<file path="src/rtl/seg_scan_ctrl.sv">
// seg_scan_ctrl: switch synchroniser/debouncer and digit-scan divider for the
// two-digit seven-segment display path.
//
// Build option: define SEG_SCAN_DEBOUNCE_EN to enable the counting debouncers.
// Without it each switch output is its synchronised input registered once.
module seg_scan_ctrl #(
  parameter int unsigned SCAN_DIV        = 100000,
  parameter int unsigned BLANK_CYCLES    = 2,
  parameter int unsigned DEBOUNCE_CYCLES = 500000
) (
  input  logic clock,
  input  logic reset,
  input  logic switch0_raw,
  input  logic switch1_raw,
  output logic switch0,
  output logic switch1,
  output logic sw_changed,
  output logic scan,
  output logic scan_tick,
  output logic blank
);

  localparam int unsigned PhaseW = $clog2(SCAN_DIV);
  localparam logic [PhaseW-1:0] PhaseLast = PhaseW'(SCAN_DIV - 1);

  // Reject illegal configurations at elaboration time.
  if (SCAN_DIV < 2) begin : g_bad_scan_div
    $error("seg_scan_ctrl: SCAN_DIV must be at least 2");
  end
  if (BLANK_CYCLES >= SCAN_DIV) begin : g_bad_blank
    $error("seg_scan_ctrl: BLANK_CYCLES must be below SCAN_DIV");
  end
  if (DEBOUNCE_CYCLES < 1) begin : g_bad_debounce
    $error("seg_scan_ctrl: DEBOUNCE_CYCLES must be at least 1");
  end

  // Index 0 is switch0, index 1 is switch1.
  logic [1:0] w_raw;
  logic [1:0] r_meta;
  logic [1:0] r_sync;
  logic [1:0] r_sw;
  logic [1:0] w_sw_nxt;
  logic [1:0] w_sw_upd;
  logic       r_sw_changed;

  logic [PhaseW-1:0] r_phase_cnt;
  logic              w_wrap;
  logic              r_scan;
  logic              r_scan_tick;

  assign w_raw = {switch1_raw, switch0_raw};

  // Two-flop synchroniser per raw switch input.
  always_ff @(posedge clock) begin
    if (reset) begin
      r_meta <= 2'b00;
      r_sync <= 2'b00;
    end else begin
      r_meta <= w_raw;
      r_sync <= r_meta;
    end
  end

`ifdef SEG_SCAN_DEBOUNCE_EN
  localparam int unsigned DbW = $clog2(DEBOUNCE_CYCLES + 1);
  localparam logic [DbW-1:0] DbLast = DbW'(DEBOUNCE_CYCLES - 1);

  logic [DbW-1:0] r_db_cnt [2];
  logic [DbW-1:0] w_db_cnt_nxt [2];

  // Debounce decision: a run of DEBOUNCE_CYCLES mismatches moves the output;
  // any matching cycle restarts the run.
  always_comb begin
    w_sw_nxt = r_sw;
    for (int i = 0; i < 2; i++) begin
      w_db_cnt_nxt[i] = r_db_cnt[i];
      if (r_sync[i] == r_sw[i]) begin
        w_db_cnt_nxt[i] = '0;
      end else if (r_db_cnt[i] == DbLast) begin
        w_sw_nxt[i]     = r_sync[i];
        w_db_cnt_nxt[i] = '0;
      end else begin
        w_db_cnt_nxt[i] = r_db_cnt[i] + DbW'(1);
      end
    end
  end

  // Debounce counter state.
  always_ff @(posedge clock) begin
    if (reset) begin
      r_db_cnt[0] <= '0;
      r_db_cnt[1] <= '0;
    end else begin
      r_db_cnt[0] <= w_db_cnt_nxt[0];
      r_db_cnt[1] <= w_db_cnt_nxt[1];
    end
  end
`else
  // No filtering: the output follows the synchronised input one edge later.
  always_comb begin
    w_sw_nxt = r_sync;
  end
`endif

  assign w_sw_upd = w_sw_nxt ^ r_sw;

  // Switch outputs and the registered change pulse (one pulse even when both move).
  always_ff @(posedge clock) begin
    if (reset) begin
      r_sw         <= 2'b00;
      r_sw_changed <= 1'b0;
    end else begin
      r_sw         <= w_sw_nxt;
      r_sw_changed <= |w_sw_upd;
    end
  end

  assign w_wrap = (r_phase_cnt == PhaseLast);

  // Scan divider: count a phase, toggle the digit select and pulse on the wrap edge.
  always_ff @(posedge clock) begin
    if (reset) begin
      r_phase_cnt <= '0;
      r_scan      <= 1'b0;
      r_scan_tick <= 1'b0;
    end else begin
      r_phase_cnt <= w_wrap ? '0 : r_phase_cnt + PhaseW'(1);
      r_scan      <= r_scan ^ w_wrap;
      r_scan_tick <= w_wrap;
    end
  end

  // Blanking window at the start of each phase; absent when BLANK_CYCLES is 0.
  if (BLANK_CYCLES == 0) begin : g_no_blank
    assign blank = 1'b0;
  end else begin : g_blank
    assign blank = (32'(r_phase_cnt) < BLANK_CYCLES);
  end

  assign switch0    = r_sw[0];
  assign switch1    = r_sw[1];
  assign sw_changed = r_sw_changed;
  assign scan       = r_scan;
  assign scan_tick  = r_scan_tick;

endmodule

</file>
<file path="config.mk">
export PLATFORM = sky130hd
export DESIGN_NAME = seg_scan_ctrl
export DESIGN_NICKNAME = d
export VERILOG_FILES = /design/src/rtl/seg_scan_ctrl.sv
export SDC_FILE = /design/constraint.sdc
export NUM_CORES = 1
export LEC_CHECK = 0
export ABC_AREA = 1
export CAP_MARGIN = 0
export CORE_ASPECT_RATIO = 1.75
export CORE_MARGIN = 2
export CORE_UTILIZATION = 35
export CTS_CLUSTER_SIZE = 28
export DETAILED_ROUTE_END_ITERATION = 10
export PLACE_DENSITY = 0.61
export SYNTH_ARGS = -nofsm -noshare
export SYNTH_HDL_FRONTEND = slang
export SYNTH_SLANG_ARGS = --single-unit
export TNS_END_PERCENT = 100
</file>
<file path="constraint.sdc">
create_clock -name clock -period 4 [get_ports clock]
set_clock_uncertainty 0.15 [all_clocks]
set_input_delay 0.4 -clock clock [delete_from_list [all_inputs] [get_ports clock]]
set_output_delay 0.4 -clock clock [all_outputs]
set_load 0.02 [all_outputs]
</file>
# == Word-level counts from Yosys, hierarchy flattened ==
# Index checks and enable logic that the tools add are counted.
# word_totals
regBits,26
inputBits,4
out_inout_bits,6
word_cells,14
# op_classes
n_addsub,1
order_cmp,1
n_eq_ne,1
bitwise,2
n_reduce_logical,2
# ops
cell,n
adder 17 x 1 -> 17 bit (second input constant),1
== test 17 bit (second input constant),1
< comparator 17 x 2 -> 1 bit (second input constant),1
OR reduction 2 bit,2
bitwise XOR 2 bit,1
bitwise XOR 1 bit,1

# == Logic depth before layout (Yosys ltp) ==
# depth
depth_word,2
depth_mapped,9
mapped_depth_nobuf,9

# == Worst setup path after synthesis ==
# Ideal clock, no wire load.
# synth_timing
path_kind,register to output
startpoint,register r_phase_cnt[4]
endpoint,output blank
t_arrival_ns,1.039
required_time_ns,3.450
setup_slack_ns,2.411
stages_incl_launch_ff,5
path_buffers,1
path_cell_list,dfxtp_1 > buf_4 > nor4_1 > nand2_1 > nor2_1
# synth_between
elab_chain_cells,1
# synth_lines
item,line_no,rtl
"start, declared",46,logic [PhaseW-1:0] r_phase_cnt;
"start signal, assigned",127,r_phase_cnt <= w_wrap ? '0 : r_phase_cnt + PhaseW'(1);
< comparator 17 x 2 -> 1 bit,137,assign blank = (32'(r_phase_cnt) < BLANK_CYCLES);
"end, declared",20,output logic blank
# No other way between the ends.

# == Worst setup path in the final report ==
# layout_timing
startpoint,register r_phase_cnt[11]
endpoint,output blank
# Same word-level chain as after synthesis.

==> impl_metrics.ini <==
[outcome]
status = finished clean

[cells_and_area]
final_design_area_no_fill_um2 = 1410
layoutNonFillerInstCount = 225
drive_gt1_share_pct = 12.2
synthToLayoutAreaGrowth_pct = 12.5
n_antenna_cell = 0
nets = 187

[yosys]
synthFlopType = dfxtp_1
synth_seq_area_share_pct = 41.6
yosysTopAreaCell = dfxtp_1
synth_cell_types = 24
synthMostInstantiatedCell = nand2_1
synth.ff_latch_count = 26
avgSynthCellArea_um2 = 7.32
syn_inst = 171
synthesis.nets = 176
synth_warnings = 0
synth_top_area_share_pct = 41.6
syn_area_um2 = 1250
synth_edf_count = 0
yosys-top-cells-area = dfxtp_1 (42%), nand2_1 (11%), nor2_1 (8.4%), nor2_2 (6.5%), inv_1 (6.3%)
ys_top_cells_by_count = nand2_1 (35), nor2_1 (28), dfxtp_1 (26)
async_flop_share_pct = 0

[pwr]
p_per_area_nw_per_um2 = 314
p_switching_mw = 0.0970
switching_share_pct = 21.9
p_clk_share_pct = 32.7
irDropWorstVdd_uv = 215
total_power_mw = 0.442
power_frac_comb_pct = 6.7
p_seq_share_pct = 60.6
internal_power_mw = 0.345
p_leak_nw = 0.488

[worst_setup_path]
critPathCaptureType = output pin
ff2ff_setup_slack_ns = 2.40
endpoint = blank
required_ns = 3.45
reg2regPathDepth = 6
max_stage_delay_ns = 0.61
cp_max_fo = 6
r2r-end = r_phase_cnt[9]$_SDFF_PP0_
cp.arrival_ns = 1.74
r2r_start = r_phase_cnt[0]$_SDFF_PP0_
slowest_stage = clkdlybuf4s50_1
criticalPathCategory = reg2out
worstSetupStartpoint = r_phase_cnt[11]$_SDFF_PP0_
critPathLaunchType = flop
cp_cell_sequence = nor4_1 > nand2_1 > nor2_1 > clkdlybuf4s50_1

[die]
io_pins = 10
rows = 28
die_x_um = 49.2
start_util_pct = 36.8
die_height_um = 83.1
core_area_um2 = 3400
dieArea_um2 = 4090

[global_route]
antenna_found_initial = 0
grt_pass1_wl_um = 4240
grt_remaining_overflow = 0
grt_usage_pct = 13.5
grt_pass1_vias = 1025
grt_max_degree = 18

[place]
postPlaceCellArea_um2 = 1370
globalplace.congestion = 0.905
io_buffers = 9
dp_hpwl_um = 2060
dp_cells = 222

[timing]
post-route-period-util_pct = 57.4
drv_slew = 0
setup_tns_ns = 0
slew_headroom_pct = 78.0
finalSetupViolCount = 0
tightestPinTransition_ns = 0.329
grt_setup_unrepaired = false
fmax_mhz = 436
worst_hold_slack_ns = 0.267
period_minus_slack_ns = 2.29
hold_viol = 0

[routing]
wirelength_um = 2620
routed_via_density = 4.59
drtAntennaViolNets = 0
drtIter0Drc = 34
vias = 1033
wire_per_inst_um = 11.6
dr.pass1.iters = 4
drc_errors = 0

[clock_network]
numCtsBuffers = 3
post_cts_buffers = 0
cts_tree = done
path_clk_slew_ns = 0.08
holdBufCountCts = 0
clk_path_buf_depth = 2
h-tree-depth = 1
cts-resized-gates = 0
cts_root_buf = clkbuf_8
clkSinkCount = 26
clk_latency_ns = 0.26

[hold_path]
hp-class = reg2reg

[flow_run]
drv_cap = 0
stage by stage:
step	setup WS (ns)	util, %
after floorplan	2.41	-
after global routing	1.54	41.4
final	1.71	41.4
after CTS	1.69	41.4
after detailed placement	2.01	40.2
after global placement	2.01	40.2
sequential cells by signal, indices dropped and copies added (netlist names):
register and count:
scan 1, sw_changed 1, r_meta 2, r_sw 2, scan_tick 1, r_sync 2, r_phase_cnt 17
critical path, delay by kind of cell (launching register included):
family	cells	cell delay (ns)
buffers and inverters	1	0.61
flip-flops	1	0.38
AND/OR/NAND/NOR	3	0.49
area by class of cell:
type / count / area, um2
timing repair buffer: 9 / 90.1
clock buffer: 3 / 41.3
fill: 367 / 1990
tap: 45 / 56.3
sequential: 26 / 520
multi-input combinational: 121 / 621
inverter: 21 / 78.8
how the worst min path moves through the flow:
| stage | slack [ns] | depth (start not counted) | from | to |
|---|---|---|---|---|
| 2_1_floorplan | 0.24 | 2 | r_meta[0]$_SDFF_PP0_ | r_sync[0]$_SDFF_PP0_ |
| 3_3_place_gp | 0.25 | 2 | r_meta[1]$_SDFF_PP0_ | r_sync[1]$_SDFF_PP0_ |
| 3_5_place_dp | 0.26 | 2 | r_meta[1]$_SDFF_PP0_ | r_sync[1]$_SDFF_PP0_ |
| 4_1_cts | 0.27 | 2 | r_meta[1]$_SDFF_PP0_ | r_sync[1]$_SDFF_PP0_ |
| 5_1_grt | 0.30 | 2 | r_meta[1]$_SDFF_PP0_ | r_sync[1]$_SDFF_PP0_ |
| 6_report | 0.27 | 2 | r_meta[1]$_SDFF_PP0_ | r_sync[1]$_SDFF_PP0_ |
layout by cell type, fill, tap and decap left out, types with 4 or more instances in the layout:
cell / n
a21oi_1: 7
inv_1: 21
nor2_2: 13
clkdlybuf4s50_1: 9
nor2_1: 28
nand3_1: 11
xnor2_1: 5
nand2_1: 35
nand4_1: 4
dfxtp_1: 26
routing by layer:
layer  GRT usage [%]  vias up  routed length [um]  part of all wire [%]
li1                -      549                   -                     -
met3            1.98        6                  71                   2.7
met1            13.0      458                1010                    39
met5               0        -                   0                     0
met4            7.79        0                  75                   2.9
met2            25.9       20                1460                    56
power groups by stage:
stage	Clock [mW]	Sequential, mW	Combinational, mW
after floorplan	0	0.275	0.0198
after global placement	0	0.274	0.0296
after detailed placement	0	0.274	0.0302
after CTS	0.150	0.268	0.0304
after global routing	0.159	0.269	0.0332
final	0.145	0.268	0.0298
kinds of logic (layout without fill, tap and decap cells):
| group | Yosys count | in the layout | share of synthesized area (%) |
|---|---|---|---|
| buf+inv | 24 | 33 | 8.80 |
| compound gates | 11 | 11 | 5.00 |
| simple gates | 101 | 101 | 38.0 |
| flops | 26 | 26 | 41.6 |
| xor+xnor | 8 | 8 | 5.60 |
| fa+ha+maj | 1 | 1 | 1.00 |
Power figures use the tool's default switching activity.
==> RTL edit: new RTL, same flow settings <==
Add a define of `SEG_SCAN_DEBOUNCE_EN`.
--- a/src/rtl/seg_scan_ctrl.sv
+++ b/src/rtl/seg_scan_ctrl.sv
@@ -3,6 +3,8 @@
 //
 // Build option: define SEG_SCAN_DEBOUNCE_EN to enable the counting debouncers.
 // Without it each switch output is its synchronised input registered once.
+`define SEG_SCAN_DEBOUNCE_EN
+
 module seg_scan_ctrl #(
   parameter int unsigned SCAN_DIV        = 100000,
   parameter int unsigned BLANK_CYCLES    = 2,
Function: changed (a bounded check fails within 4 cycles, from zero or initial values and one cycle with reset high).
==> RTL edit against the unedited design <==
  * First-iteration DRC count grew to 3.8 times the old value
  * Design area rose to 2.7 times the old value
  * Largest power group is now the clock network
  * Critical path depth stayed put
  * Sequential cell count rose by 38
  * Routed wire length increased to 2.7 times the old value
  * Count of clock-buffer cells in the layout increased by 6
  * Area after synthesis rose to 2.6 times the old value
  * Clock power rose to 5.8 times the old value
  * Die area is 150% higher
  * Sequential share of layout area is 3.0 points lower
  * Setup slack worse by 0.13 ns
  * Total power grew to 3.4 times the old value
  * Critical path type unchanged
==> RTL edit: results (changes against the unedited design) <==
synthesis:
  yosys.area_share.xor_xnor_pct: 5.12  # -0.48 points
  synthArstFlopShare_pct: 0  # unchanged
  synth_nets: 487  # +180%
  ys.flop_type: "dfxtp_1"
  ys_seq_area_share_pct: 39.4  # -2.2 points
  synthMuxAreaShare_pct: 0  # unchanged
  yosys-top-cells-area: "dfxtp_1, nand2_1, nor2_1, inv_1, nand3_1"
  yosys_warnings: 0  # unchanged
  synth_compound_area_share_pct: 5.55  # +0.55 points
  synthAdderAreaFrac_pct: 1.16  # +0.16 points
  synth_cell_types: 28  # +17%
  synth_common_cells: "nand2_1, nor2_1, dfxtp_1"
clocking:
  insertion_delay_ns: 0.33  # +0.07 ns
  h-tree-depth: 3  # +2
  root_buffer: "clkbuf_16"
  numCtsBuffers: 9  # +6
  cts_setup_buffers: 0  # unchanged
  cts.clk_slew.worst_paths_ns: 0.06  # -0.02 ns
grt:
  grt_usage_pct: 14.8  # +1.3 points
  grt_pass1_wl_um: 11800  # +180%
  first_global_vias: 2789  # +170%
  grt_start_max_net_pins: 19  # +1
timing:
  tightest_slew_ns: 0.593  # +0.264 ns
placed_design:
  routabilityCongestion: 0.896  # -1.0%
  dp_hpwl_um: 5350  # +160%
  place_area_mm2: 0.00345  # +150%
setup_path:
  r2r_slack_ns: 2.19  # -0.21 ns
  cp-startpoint: "r_phase_cnt[4]$_SDFF_PP0_"
  slowest_delay_ns: 0.61  # about the same
  cp_data_arrival_time_ns: 1.88  # +0.14 ns
  r2r-start: "r_db_cnt[0][0]$_SDFF_PP0_"
  r2r-end: "r_db_cnt[0][17]$_SDFF_PP0_"
  crit_fanout: 4  # -2
drt:
  drtIter0Drc: 129  # +280%
  dr_total_vias: 2918  # +180%
  wl_per_cell_um: 11.2  # -3.4%
outcome:
  outcome: "finished clean"
cells_and_area:
  fin_nets: 503  # +170%
  final_layout_size_suffix_gt1_share_pct: 9.98  # -2.2 points
pwr:
  ir_drop_v: 0.000235  # +9.0%
  leakagePower_nw: 1.27  # +160%
-- RTL edit: stage by stage --
stage / setup slack (ns) / power [mW] / instances / hold WS [ns]
global route: 1.42 / 1.56 / 621 / 0.269
finish: 1.57 / 1.51 / 621 / 0.252
global placement: 1.88 / 0.688 / 605 / 0.241
CTS: 1.53 / 1.54 / 621 / 0.257
floorplan: 2.47 / 0.680 / 480 / 0.238
detailed placement: 1.91 / 0.688 / 605 / 0.248
-- RTL edit: cell type report --
type                       count  area [µm²]
multi-input combinational    346        1680
tap                          120         150
clock inverter                 7        95.1
clock buffer                   9         225
inverter                      66         248
timing repair buffer           9        90.1
fill                         954        5270
sequential                    64        1280
-- RTL edit: layer usage --
layer	vias to the layer above	part of all wire, %	wire length, µm	GRT usage (%)
met5	-	0	0	0
met4	0	5.0	349	11.7
met3	26	3.1	217	3.43
met2	66	55	3850	27.0
met1	1292	37	2560	13.7
li1	1534	-	-	-
-- RTL edit: power breakdown --
group | total, mW | internal, mW | switching, mW | leakage [nW]
logic | 0.0278 | 0.0107 | 0.0172 | 0.593
registers | 0.646 | 0.643 | 0.00335 | 0.517
clock network | 0.834 | 0.546 | 0.289 | 0.156
-- RTL edit: how the worst min path moves through the flow --
stage	start	end	slack, ns	depth (start not counted)
floorplan	r_meta[0]$_SDFF_PP0_	r_sync[0]$_SDFF_PP0_	0.24	2
global placement	r_meta[0]$_SDFF_PP0_	r_sync[0]$_SDFF_PP0_	0.24	2
detailed placement	r_meta[0]$_SDFF_PP0_	r_sync[0]$_SDFF_PP0_	0.25	2
CTS	r_meta[1]$_SDFF_PP0_	r_sync[1]$_SDFF_PP0_	0.26	2
global route	r_meta[0]$_SDFF_PP0_	r_sync[0]$_SDFF_PP0_	0.27	2
finish	r_meta[1]$_SDFF_PP0_	r_sync[1]$_SDFF_PP0_	0.25	2
-- RTL edit: worst register-to-register path: stages, from the launching register on --
cell	delay, ns
dfxtp_1	0.36
ha_1	0.21
nand2_2	0.10
nor2_4	0.13
nand3_2	0.13
o21ai_4	0.50
nor2_1	0.10
-- RTL edit: cells by family (layout without fill, tap and decap cells) --
group | after synthesis | after routing
flops | 64 | 64
fa+ha+maj | 3 | 3
buf+inv | 70 | 91
xor+xnor | 19 | 19
simple gates | 291 | 291
compound gates | 33 | 33
